[src/rtl/uart_pkg.sv]
// -----------------------------------------------------------------------------
// uart_pkg
//   Shared UART definitions used by the receiver, transmitter and baud
//   generator.
//   - rx_state_e          : receiver FSM states (2-bit encoding)
//   - OVERSAMPLE_DEFAULT  : baud_tick pulses per bit period (power of 2, >= 4)
//   - DATA_BITS_DEFAULT   : data bits per frame (no parity, one stop bit)
//   - BAUD_DIVISOR        : sysclk cycles per baud_tick for the default
//                           clock / baud rate pair
// -----------------------------------------------------------------------------
package uart_pkg;

  typedef enum logic [1:0] {
    IDLE  = 2'd0,
    START = 2'd1,
    DATA  = 2'd2,
    STOP  = 2'd3
  } rx_state_e;

  localparam int OVERSAMPLE_DEFAULT = 16;
  localparam int DATA_BITS_DEFAULT  = 8;

  localparam int SYSCLK_HZ    = 50_000_000;
  localparam int BAUD_RATE    = 115_200;
  // Integer divide: the baud generator emits one tick every BAUD_DIVISOR
  // sysclk cycles, giving OVERSAMPLE_DEFAULT ticks per bit.
  localparam int BAUD_DIVISOR = SYSCLK_HZ / (BAUD_RATE * OVERSAMPLE_DEFAULT);

endpackage

[src/rtl/uart_rx_sync.sv]
// -----------------------------------------------------------------------------
// uart_rx_sync
//   Two-flop synchronizer for an asynchronous input. The reset value is a
//   parameter so idle-high lines (UART) and idle-low inputs (switches) both
//   come out of reset in their inactive state.
//   Ports:
//     sysclk   in   system clock
//     reset    in   synchronous, active-high reset
//     i_async  in   asynchronous input
//     o_sync   out  synchronized copy of i_async (second flop)
// -----------------------------------------------------------------------------
module uart_rx_sync #(
  parameter logic RESET_VAL = 1'b1
) (
  input  logic sysclk,
  input  logic reset,
  input  logic i_async,
  output logic o_sync
);

  logic r_meta;
  logic r_sync;

  always_ff @(posedge sysclk) begin
    // NOTE: non-blocking assignments make both flops sample their pre-edge
    // inputs; blocking ones would collapse the chain into a single flop.
    if (reset) begin
      r_meta <= RESET_VAL;
      r_sync <= RESET_VAL;
    end else begin
      r_meta <= i_async;
      r_sync <= r_meta;
    end
  end

  assign o_sync = r_sync;

endmodule

[src/rtl/uart_rx_oversampled.sv]
// -----------------------------------------------------------------------------
// uart_rx_oversampled
//   UART receiver front end. The line is synchronized, then sampled at
//   OVERSAMPLE x baud using baud_tick. The start bit is confirmed at its
//   midpoint, data bits are shifted in LSB first, and the stop bit decides
//   between a good-byte pulse and a frame-error pulse.
//   Ports:
//     sysclk        in   system clock, all logic on its rising edge
//     reset         in   synchronous, active-high reset
//     baud_tick     in   one-cycle enable at OVERSAMPLE x baud rate
//     uart_rx       in   asynchronous serial line, idles high
//     rx_status     out  one-cycle pulse: a good byte is on rx_data
//     rx_data       out  last correctly received byte (held indefinitely)
//     rx_frame_err  out  one-cycle pulse: stop bit sampled low
// -----------------------------------------------------------------------------
module uart_rx_oversampled
  import uart_pkg::*;
#(
  parameter int OVERSAMPLE = OVERSAMPLE_DEFAULT,
  parameter int DATA_BITS  = DATA_BITS_DEFAULT
) (
  input  logic                 sysclk,
  input  logic                 reset,
  input  logic                 baud_tick,
  input  logic                 uart_rx,
  output logic                 rx_status,
  output logic [DATA_BITS-1:0] rx_data,
  output logic                 rx_frame_err
);

  localparam int TICK_W = $clog2(OVERSAMPLE);
  localparam int BIT_W  = (DATA_BITS > 1) ? $clog2(DATA_BITS) : 1;

  localparam logic [TICK_W-1:0] TICK_MID  = TICK_W'(OVERSAMPLE / 2 - 1);
  localparam logic [TICK_W-1:0] TICK_LAST = TICK_W'(OVERSAMPLE - 1);
  localparam logic [BIT_W-1:0]  BIT_LAST  = BIT_W'(DATA_BITS - 1);

  logic                 w_rx_s;
  rx_state_e            r_state;
  rx_state_e            w_state_next;
  logic [TICK_W-1:0]    r_tick_cnt;
  logic [BIT_W-1:0]     r_bit_cnt;
  logic [DATA_BITS-1:0] r_shift;
  logic [DATA_BITS-1:0] r_rx_data;
  logic                 r_rx_status;
  logic                 r_frame_err;
  logic                 w_tick_mid;
  logic                 w_tick_last;
  logic                 w_good;
  logic                 w_bad;

  uart_rx_sync #(
    .RESET_VAL (1'b1)
  ) u_sync (
    .sysclk  (sysclk),
    .reset   (reset),
    .i_async (uart_rx),
    .o_sync  (w_rx_s)
  );

  assign w_tick_mid  = (r_tick_cnt == TICK_MID);
  assign w_tick_last = (r_tick_cnt == TICK_LAST);

  // State register
  always_ff @(posedge sysclk) begin
    if (reset) r_state <= IDLE;
    else       r_state <= w_state_next;
  end

  // Next-state logic; nothing moves without a tick.
  always_comb begin
    // NOTE: default first so every path assigns w_state_next and no latch
    // is inferred.
    w_state_next = r_state;
    if (baud_tick) begin
      unique case (r_state)
        IDLE:    if (!w_rx_s) w_state_next = START;
        // Mid start bit: a high line here was a glitch, not a frame.
        START:   if (w_tick_mid) w_state_next = w_rx_s ? IDLE : DATA;
        DATA:    if (w_tick_last && (r_bit_cnt == BIT_LAST)) w_state_next = STOP;
        // Leave at mid stop bit so a back-to-back start edge is not missed.
        STOP:    if (w_tick_last) w_state_next = IDLE;
        default: w_state_next = IDLE;
      endcase
    end
  end

  // Output decode: the stop-bit sample decides which pulse fires.
  always_comb begin
    w_good = 1'b0;
    w_bad  = 1'b0;
    if (baud_tick && (r_state == STOP) && w_tick_last) begin
      w_good = w_rx_s;
      w_bad  = !w_rx_s;
    end
  end

  // Counters and shift register
  always_ff @(posedge sysclk) begin
    // NOTE: the shift register is reset along with the counters so every
    // datapath flop has a defined value straight out of reset.
    if (reset) begin
      r_tick_cnt <= '0;
      r_bit_cnt  <= '0;
      r_shift    <= '0;
    end else if (baud_tick) begin
      unique case (r_state)
        IDLE: begin
          r_tick_cnt <= '0;
          r_bit_cnt  <= '0;
        end
        START: begin
          if (w_tick_mid) begin
            r_tick_cnt <= '0;
            r_bit_cnt  <= '0;
          end else begin
            r_tick_cnt <= r_tick_cnt + TICK_W'(1);
          end
        end
        DATA: begin
          if (w_tick_last) begin
            r_tick_cnt <= '0;
            // Right shift with the new bit at the MSB: after DATA_BITS
            // samples the first bit on the line sits in bit 0.
            r_shift    <= {w_rx_s, r_shift[DATA_BITS-1:1]};
            if (r_bit_cnt != BIT_LAST) r_bit_cnt <= r_bit_cnt + BIT_W'(1);
          end else begin
            r_tick_cnt <= r_tick_cnt + TICK_W'(1);
          end
        end
        STOP: begin
          if (w_tick_last) r_tick_cnt <= '0;
          else             r_tick_cnt <= r_tick_cnt + TICK_W'(1);
        end
        default: begin
          r_tick_cnt <= '0;
          r_bit_cnt  <= '0;
        end
      endcase
    end
  end

  // Registered outputs: pulses last exactly one cycle, data only moves on a
  // good frame.
  always_ff @(posedge sysclk) begin
    if (reset) begin
      r_rx_status <= 1'b0;
      r_frame_err <= 1'b0;
      r_rx_data   <= '0;
    end else begin
      r_rx_status <= w_good;
      r_frame_err <= w_bad;
      if (w_good) r_rx_data <= r_shift;
    end
  end

  assign rx_status    = r_rx_status;
  assign rx_frame_err = r_frame_err;
  assign rx_data      = r_rx_data;

endmodule

[config.mk]
export PLATFORM = sky130hd
export DESIGN_NAME = uart_rx_oversampled
export DESIGN_NICKNAME = d
export VERILOG_FILES = /design/src/rtl/uart_pkg.sv /design/src/rtl/uart_rx_sync.sv /design/src/rtl/uart_rx_oversampled.sv
export SDC_FILE = /design/constraint.sdc
export NUM_CORES = 1
export LEC_CHECK = 0
export BUFFER_PORTS_ARGS = -buffer_cell sky130_fd_sc_hd__buf_2
export CORE_ASPECT_RATIO = 0.75
export CORE_MARGIN = 5
export CORE_UTILIZATION = 60
export DETAILED_ROUTE_END_ITERATION = 7
export GPL_ROUTABILITY_DRIVEN = 0
export GPL_TIMING_DRIVEN = 0
export PLACE_DENSITY_LB_ADDON = 0.08
export SETUP_SLACK_MARGIN = 0.05
export SLEW_MARGIN = 20
export SYNTH_ARGS = -nofsm -noshare
export SYNTH_HDL_FRONTEND = slang
export SYNTH_SLANG_ARGS = --single-unit
export TNS_END_PERCENT = 5
[constraint.sdc]
create_clock -name sysclk -period 4.65 [get_ports sysclk]
set_clock_uncertainty 0.1 [all_clocks]
set_input_delay 1.395 -clock sysclk [delete_from_list [all_inputs] [get_ports sysclk]]
set_output_delay 1.395 -clock sysclk [all_outputs]
set_load 0.01 [all_outputs]
==> results.json, run 1 <==
{
  "status": "finished, final reports clean",
  "max_stage_delay_ps": 350,
  "antenna_found_initial": 0,
  "nets": 155,
  "insertion_delay_ps": 330,
  "max_freq_mhz": 434,
  "grt_pass1_wl_um": 3890,
  "viasPerCell": 5.42,
  "power.density_nw_per_um2": 294,
  "syn_avg_cell_area_um2": 9.58,
  "synth_seq_cells": 29,
  "vias": 937,
  "synth_ff_type": "dfxtp_1",
  "max-slew-margin-rel": 0.702,
  "timing.critical_path.to_type": "output port",
  "maxCapViolCount": 0,
  "worstPathMaxFanout": 2,
  "crit_path_start_kind": "flip-flop",
  "synthToLayoutAreaGrowth_pct": 11.9,
  "synth_cell_type_count": 38,
  "port_buffers": 13,
  "slowest_stage": "dfxtp_1",
  "final_max_slew_viol_count": 0,
  "clock-sinks": 29,
  "post-dp-hpwl_um": 1560,
  "required_ps": 3150,
  "ir_drop_mv": 0.232,
  "place_inst": 165,
  "rsz0062_at_grt": "no",
  "rows": 14,
  "fp.dieH_um": 49.2,
  "clock_path_buffers": 2,
  "fin_crit_sh": 0.495,
  "cts.htree.levels": 2,
  "worstSetupPathType": "reg2out",
  "core-area_um2": 1980,
  "cts_setup_buffers": 0,
  "grt_pass1_vias": 890,
  "drive_above_1_share": 0.208,
  "grt.overflow.total": 0,
  "instances_no_fill": 173,
  "clkSlewWorstSetupHoldPaths_ps": 90,
  "setup_viol": 0,
  "dr.first_iter.drc_count": 31,
  "grt_max_degree": 11,
  "yosys_warnings": 0,
  "finalPower_w": 0.000404,
  "cts_resized": 0,
  "syn_inst": 128,
  "grt.total_usage": 0.160,
  "critPathBufInv": 1,
  "synth_fp_nets": 135,
  "die_area_um2": 3060,
  "finalSetupTns_ps": 0,
  "numCtsBuffers": 5,
  "ant_nets": 0,
  "synthArstFlopShare": 0,
  "synth_edf_count": 0,
  "drc": 0,
  "hold_buffers": 0,
  "yosysSeqAreaShare": 0.473,
  "io_pins": 14,
  "die_w_um": 62.2,
  "worst_hold_path_type": "reg2reg",
  "finalHoldViolCount": 0,
  "fillers": 172,
  "min_period_ps": 2300,
  "cpLargestDelayFamily": "flip-flops",
  "wirelength_um": 2160,
  "post_drt_wl_per_cell_um": 12.5,
  "synth_area_um2": 1230,
  "start_util": 0.619,
  "p_leak_nw": 0.592,
  "drtPass1Iterations": 4,
  "cp.arrival_ps": 810,
  "post-route-util": 0.693,
  "cts_tree": "yes",
  "cts-root-buf": "clkbuf_4",
  "worstMarginPinSlew_ps": 447,
  "crit_chain": "buf_2",
  "diodes": 0
}
area by class of cell:
| class | instances | area (um2) | area share |
|---|---|---|---|
| repair buffers | 13 | 65.1 | 0.0474 |
| flip-flops and latches | 29 | 581 | 0.423 |
| multi-input cells | 88 | 592 | 0.431 |
| well taps | 24 | 30.0 | 0.0219 |
| clock buffers | 6 | 41.3 | 0.0301 |
| plain buffers | 8 | 42.5 | 0.0310 |
| clock inverters | 2 | 10.0 | 0.00729 |
| inverters | 3 | 11.3 | 0.00820 |
through the flow:
step / hold slack, ps / worst slack [ps] / cell area (um2)
floorplan: 289 / 2410 / 1230
global placement: 294 / 2050 / 1320
detailed placement: 295 / 2040 / 1320
CTS: 318 / 2330 / 1370
global route: 356 / 2280 / 1370
finish: 317 / 2350 / 1370
cell usage after synthesis, types with 2 or more instances:
master     n  area share
or2_2      2       0.010
dfxtp_1   29        0.47
inv_1      3      0.0092
nor3_1     3       0.012
a21oi_1    7       0.029
nand3b_1   2       0.012
nor2_1    17       0.052
clkbuf_1   5       0.015
nand3_1    3       0.012
mux2i_1   16        0.13
o21ai_0    4       0.016
ha_1       3       0.031
a22o_1     2       0.014
nand2b_1   3       0.015
nand2_1    6       0.018
where the power goes:
| part | switching (W) | leakage (nW) | internal (W) | total, W |
|---|---|---|---|---|
| clock network | 0.0000840 | 0.0320 | 0.0000574 | 0.000141 |
| logic | 0.00000818 | 0.326 | 0.00000415 | 0.0000123 |
| registers | 0.000000706 | 0.234 | 0.000249 | 0.000250 |
routing by layer:
metal  track usage  vias up  share of wire
li1              -      488              -
met1         0.208      419           0.51
met4        0.0794        0          0.019
met2         0.217       21           0.40
met3        0.0760        9          0.064
met5             0        -              0
cell usage in the layout (no fill, tap or decap), types with 2 or more instances in the layout:
cell / instances
a21oi_1: 7
a22o_1: 2
buf_2: 14
clkbuf_1: 6
clkbuf_4: 5
clkinv_2: 2
dfxtp_1: 29
ha_1: 3
inv_1: 3
mux2i_1: 16
nand2_1: 6
nand2b_1: 3
nand3_1: 3
nand3b_1: 2
nor2_1: 17
nor3_1: 3
o21ai_0: 4
or2_2: 2
kinds of logic (layout without fill, tap and decap cells):
kind of cell               count (synthesis)  after routing  synth area share
and+or+nand+nor                           48             48             0.214
DFF                                       29             29             0.473
AOI/OAI and AO/OA                         21             21             0.107
muxes                                     16             16             0.131
buffers and inverters                     11             32            0.0439
adders and majority gates                  3              3            0.0306
flip-flops by register name (all words and copies together) (netlist names), named ones only:
name / flops
rx_status: 1
u_sync.o_sync: 1
r_state: 1
r_bit_cnt: 3
rx_frame_err: 1
r_tick_cnt: 4
u_sync.r_meta: 1
r_shift: 8
rx_data: 8
worst reg2reg max path, delay by kind of cell (launching register included):
kind,cells,cell delay (ps)
flip-flops,1,390
adder cells (fa/ha/maj),1,270
buffers and inverters,1,180
AO/OA/AOI/OAI,1,150
AND/OR/NAND/NOR,3,570
final timing paths:
kind                 start  slack [ps]  cells past startpoint             to
max reg2reg  r_tick_cnt[0]        2950                      6   r_bit_cnt[2]
min reg2reg  u_sync.r_meta         320                      1  u_sync.o_sync
max             rx_data[5]        2350                      1     rx_data[5]
min          u_sync.r_meta         320                      1  u_sync.o_sync
Power figures use the tool's default switching activity.
==> run 2, diff against run 1 <==
- ABC_AREA: unset -> 1
- CORE_UTILIZATION: 60 -> 50
- clock period: 4.65 -> 2 ns (I/O delays scaled with it)
==> results.json, run 2 <==
{
  "synth_ff_type": "dfxtp_1",
  "grt_pass1_wl_um": 4130,
  "final_max_slew_viol_count": 0,
  "switching_share": 0.233,
  "port_buffers": 12,
  "synth_seq_cells": 29,
  "grt.overflow.total": 0,
  "dp_slack_ps": 337,
  "synth_most_common_cell": "nor2_1",
  "die_area_um2": 3640,
  "grtUsageMet1": 0.194,
  "p_sw_w": 0.000246,
  "post_drt_wl_per_cell_um": 11.1,
  "cts-root-buf": "clkbuf_4",
  "crit_path_start_kind": "flip-flop",
  "syn_inst": 168,
  "cts_tree": "yes",
  "core-area_um2": 2360,
  "clock-sinks": 29,
  "hold_buffers": 0,
  "viasPerCell": 5.00,
  "use_met2": 0.245,
  "rows": 15,
  "p_leak_nw": 0.664,
  "yosysSeqAreaShare": 0.459,
  "yosys_warnings": 0,
  "synth_area_um2": 1260,
  "clkSlewWorstSetupHoldPaths_ps": 90,
  "fin_ws_ps": 383,
  "drtPass1Iterations": 6,
  "vias": 1109,
  "grt.total_usage": 0.158,
  "wirelength_um": 2470,
  "yosys-top-cells-area": "dfxtp_1 (46%), nor2_1 (14%), nand2_1 (6.8%)",
  "rsz0062_at_grt": "no",
  "ant_nets": 0,
  "grtUsageMet3": 0.0501,
  "synth_edf_count": 0,
  "crit_chain": "ha_1 > nand2_4 > nor2_1 > nor2_1 > nor2_1 > nand3_1 > nand2_1 > nor2_1",
  "ir_drop_mv": 0.591,
  "timing.critical_path.to_type": "flip-flop",
  "finalHoldViolCount": 0,
  "syn_avg_cell_area_um2": 7.52,
  "die_w_um": 68.1,
  "clkPwrFrac": 0.380,
  "max-slew-margin-rel": 0.715,
  "power.density_nw_per_um2": 735,
  "pwr-share-comb": 0.060,
  "required_ps": 2130,
  "worstSetupPathType": "reg2reg",
  "synth_area_leader_cell": "dfxtp_1",
  "most-common-layout-cells": "nor2_1 (46), dfxtp_1 (29), nand2_1 (23)",
  "synthToLayoutAreaGrowth_pct": 13.7,
  "synth_fp_nets": 175,
  "dr.first_iter.drc_count": 35,
  "antenna_found_initial": 0,
  "synthArstFlopShare": 0,
  "min_period_ps": 1620,
  "intPower_w": 0.000810,
  "start_util": 0.534,
  "synth_top_area_share": 0.459,
  "max_freq_mhz": 618,
  "finalSetupTns_ps": 0,
  "slowest_stage": "dfxtp_1",
  "worstPathMaxFanout": 4,
  "post-dp-hpwl_um": 1840,
  "diodes": 0,
  "cts_resized": 0,
  "fin_crit_sh": 0.809,
  "cts_setup_buffers": 0,
  "numCtsBuffers": 5,
  "maxCapViolCount": 0,
  "drive_above_1_share": 0.202,
  "grt_pass1_vias": 971,
  "busiest_layer": "met2",
  "setup_viol": 0,
  "worstMarginPinSlew_ps": 428,
  "grt_max_degree": 11,
  "io_pins": 14,
  "drc": 0,
  "fp.dieH_um": 53.5,
  "clock_path_buffers": 2,
  "seqPwrFrac": 0.560,
  "max_stage_delay_ps": 390,
  "synth_common_cells": "nor2_1 (46), dfxtp_1 (29), nand2_1 (23)",
  "synth_cell_type_count": 24,
  "status": "finished, final reports clean",
  "nets": 194,
  "worst_hold_path_type": "reg2reg",
  "insertion_delay_ps": 320,
  "cp.arrival_ps": 1750,
  "cts.htree.levels": 2,
  "cp_common_cell": "nor2_1",
  "layout_commonest_cell": "nor2_1"
}
-- run 2: through the flow --
stage | std cells | hold slack [ps] | instance area [um2] | utilization | power, W
6_report | 222 | 321 | 1440 | 0.607 | 0.00106
5_1_grt | 222 | 350 | 1440 | 0.607 | 0.00111
3_3_place_gp | 214 | 292 | 1370 | 0.578 | 0.000664
4_1_cts | 222 | 326 | 1440 | 0.607 | 0.00107
3_5_place_dp | 214 | 303 | 1370 | 0.578 | 0.000667
2_1_floorplan | 168 | 289 | 1260 | - | 0.000650
-- run 2: power by group through the flow --
stage	sequential, W	combinational, W	clock, W
after floorplan	0.000603	0.0000467	0
after global placement	0.000604	0.0000598	0
after detailed placement	0.000605	0.0000625	0
after CTS	0.000591	0.0000629	0.000413
after global routing	0.000593	0.0000711	0.000443
final	0.000591	0.0000633	0.000402
-- run 2: cell families (layout without fill, tap and decap cells) --
| family | after synthesis | after routing | share of synthesized area |
|---|---|---|---|
| DFF | 29 | 29 | 0.459 |
| adders and majority gates | 3 | 3 | 0.0297 |
| buffers and inverters | 16 | 36 | 0.0535 |
| AOI/OAI and AO/OA | 28 | 28 | 0.114 |
| and+or+nand+nor | 92 | 92 | 0.344 |
-- run 2: worst max-delay path: cells and delay by family (launching register included) --
family | cells | cell delay (ps)
DFF | 1 | 390
and+or+nand+nor | 7 | 760
adders and majority gates | 1 | 260
-- run 2: final cells by class --
type,count,area (um2)
multi-input cells,123,616
plain buffers,3,12.5
well taps,34,42.5
clock inverters,1,5.00
inverters,13,55.1
flip-flops and latches,29,581
repair buffers,12,60.1
fillers,248,928
clock buffers,7,65.1
-- run 2: path summary, 6_finish.rpt --
path,from,to,slack (ps),cells after the start
setup reg to reg,r_tick_cnt[0],r_bit_cnt[0],380,8
hold / removal,u_sync.r_meta,u_sync.o_sync,320,1
hold reg to reg,u_sync.r_meta,u_sync.o_sync,320,1
setup / recovery,r_tick_cnt[0],r_bit_cnt[0],380,8
-- run 2: layer usage --
| metal | vias to the layer above | part of all wire |
|---|---|---|
| met3 | 7 | 0.041 |
| met5 | - | 0 |
| met1 | 501 | 0.51 |
| met4 | 0 | 0.024 |
| li1 | 582 | - |
| met2 | 19 | 0.42 |
==> run 3, diff against run 2 <==
- ABC_AREA: 1 -> 0
- CORE_UTILIZATION: 50 -> 55
- clock period: 2 -> 1.64 ns (I/O delays scaled with it)
==> results.json, run 3 (synthesis gave the netlist of run 1 again) <==
{
  "status": "finished, final reports clean",
  "required_ps": 1750,
  "grt_max_degree": 11,
  "insertion_delay_ps": 320,
  "numCtsBuffers": 5,
  "finalPower_w": 0.00123,
  "max_freq_mhz": 646,
  "viasPerCell": 5.49,
  "ant_nets": 0,
  "clkSlewWorstSetupHoldPaths_ps": 90,
  "worstPathMaxFanout": 9,
  "grt_pass1_wl_um": 4030,
  "cp.arrival_ps": 1660,
  "crit_path_start_kind": "flip-flop",
  "wirelength_um": 2330,
  "p_leak_nw": 0.605,
  "cts_tree": "yes",
  "max-slew-margin-rel": 0.703,
  "most-common-layout-cells": "dfxtp_1 (27), nor2_1 (17), mux2i_1 (16)",
  "grt.overflow.total": 0,
  "cts.htree.levels": 2,
  "cts_setup_buffers": 0,
  "drc": 0,
  "finalHoldViolCount": 0,
  "diodes": 0,
  "clock_path_buffers": 2,
  "die_w_um": 64.5,
  "io_pins": 14,
  "power.density_nw_per_um2": 846,
  "ir_drop_mv": 0.826,
  "grt.total_usage": 0.160,
  "slowest_stage": "dfxtp_4",
  "crit_chain": "ha_4 > and3_2 > nand3_1 > buf_6 > mux2i_1 > nor2_1",
  "post_drt_wl_per_cell_um": 13.4,
  "synthToLayoutAreaGrowth_pct": 18.6,
  "layout_commonest_cell": "dfxtp_1",
  "maxCapViolCount": 0,
  "dr.first_iter.drc_count": 28,
  "post-dp-hpwl_um": 1600,
  "core-area_um2": 2070,
  "antenna_found_initial": 0,
  "worst_hold_path_type": "in2reg",
  "worstMarginPinSlew_ps": 446,
  "fp.dieH_um": 50.9,
  "cts-root-buf": "clkbuf_4",
  "port_buffers": 13,
  "drive_above_1_share": 0.253,
  "grt_pass1_vias": 926,
  "setup_viol": 0,
  "min_period_ps": 1550,
  "fin_crit_sh": 0.944,
  "finalSetupTns_ps": 0,
  "vias": 955,
  "die_area_um2": 3280,
  "worstSetupPathType": "reg2reg",
  "rsz0062_at_grt": "yes",
  "rows": 14,
  "nets": 156,
  "final_max_slew_viol_count": 0,
  "drtPass1Iterations": 4,
  "clock-sinks": 29,
  "timing.critical_path.to_type": "flip-flop",
  "start_util": 0.593,
  "max_stage_delay_ps": 370
}
[run 3: cell count changes in the layout (fill, tap and decap cells not counted), moves of 5 or more]
cell / before / now
nand3_1: 8 / 3
nand2_1: 23 / 6
o21ai_0: 17 / 4
mux2i_1: 0 / 16
nor2_1: 46 / 17
inv_1: 8 / 3
[run 3: worst max-delay path, delay by kind of cell, from the launching register on]
family                   cells  cell delay (ps)
buffers and inverters        1              170
adder cells (fa/ha/maj)      1              180
AND/OR/NAND/NOR              3              420
multiplexers                 1              220
flip-flops                   1              370
[run 3: per-layer routing]
metal  global-route usage  vias up  wire, um
met1                0.201      444      1190
li1                     -      495         -
met5                    0        -         0
met4               0.0526        0        12
met2                0.247       14      1020
met3               0.0724        2       108
[run 3: path summary, 6_finish.rpt]
kind	from	endpoint	slack (ps)	cells after the start
hold / removal	uart_rx	u_sync.r_meta	250	2
setup / recovery	r_tick_cnt[0]	rx_data[5]	90	6
setup reg to reg	r_tick_cnt[0]	rx_data[5]	90	6
hold reg to reg	u_sync.r_meta	u_sync.o_sync	310	1
[run 3: area by class of cell]
class                   count  area [um2]
clock buffers               7        65.1
repair buffers             14        76.3
inverters                   3        11.3
fillers                   179         613
flip-flops and latches     29         588
well taps                  24        30.0
multi-input cells          88         632
plain buffers               8        46.3
clock inverters             1        5.00
[run 3: power breakdown]
group	switching (W)	internal (W)
Combinational	0.0000243	0.0000119
Clock	0.000240	0.000248
Sequential	0.00000221	0.000704
[run 3: timing repair]
action,4_1_cts,5_1_grt
hold buffers,0,0
gates cloned,1,0
endpoints found under the hold margin,0,0
gates resized for setup,6,8
pin swaps,2,3
endpoints found under the setup margin,18,19
[run 3: metrics by stage]
stage | cells | hold WS (ps) | utilization | worst slack (ps) | area [um2]
final | 174 | 254 | 0.703 | 91.1 | 1450
after global routing | 174 | 248 | 0.703 | 4.13 | 1450
after CTS | 174 | 242 | 0.687 | 45.8 | 1420
after detailed placement | 165 | 294 | 0.639 | -61.6 | 1320
after global placement | 165 | 293 | 0.639 | -45.9 | 1320
after floorplan | 128 | 289 | - | 156 | 1230
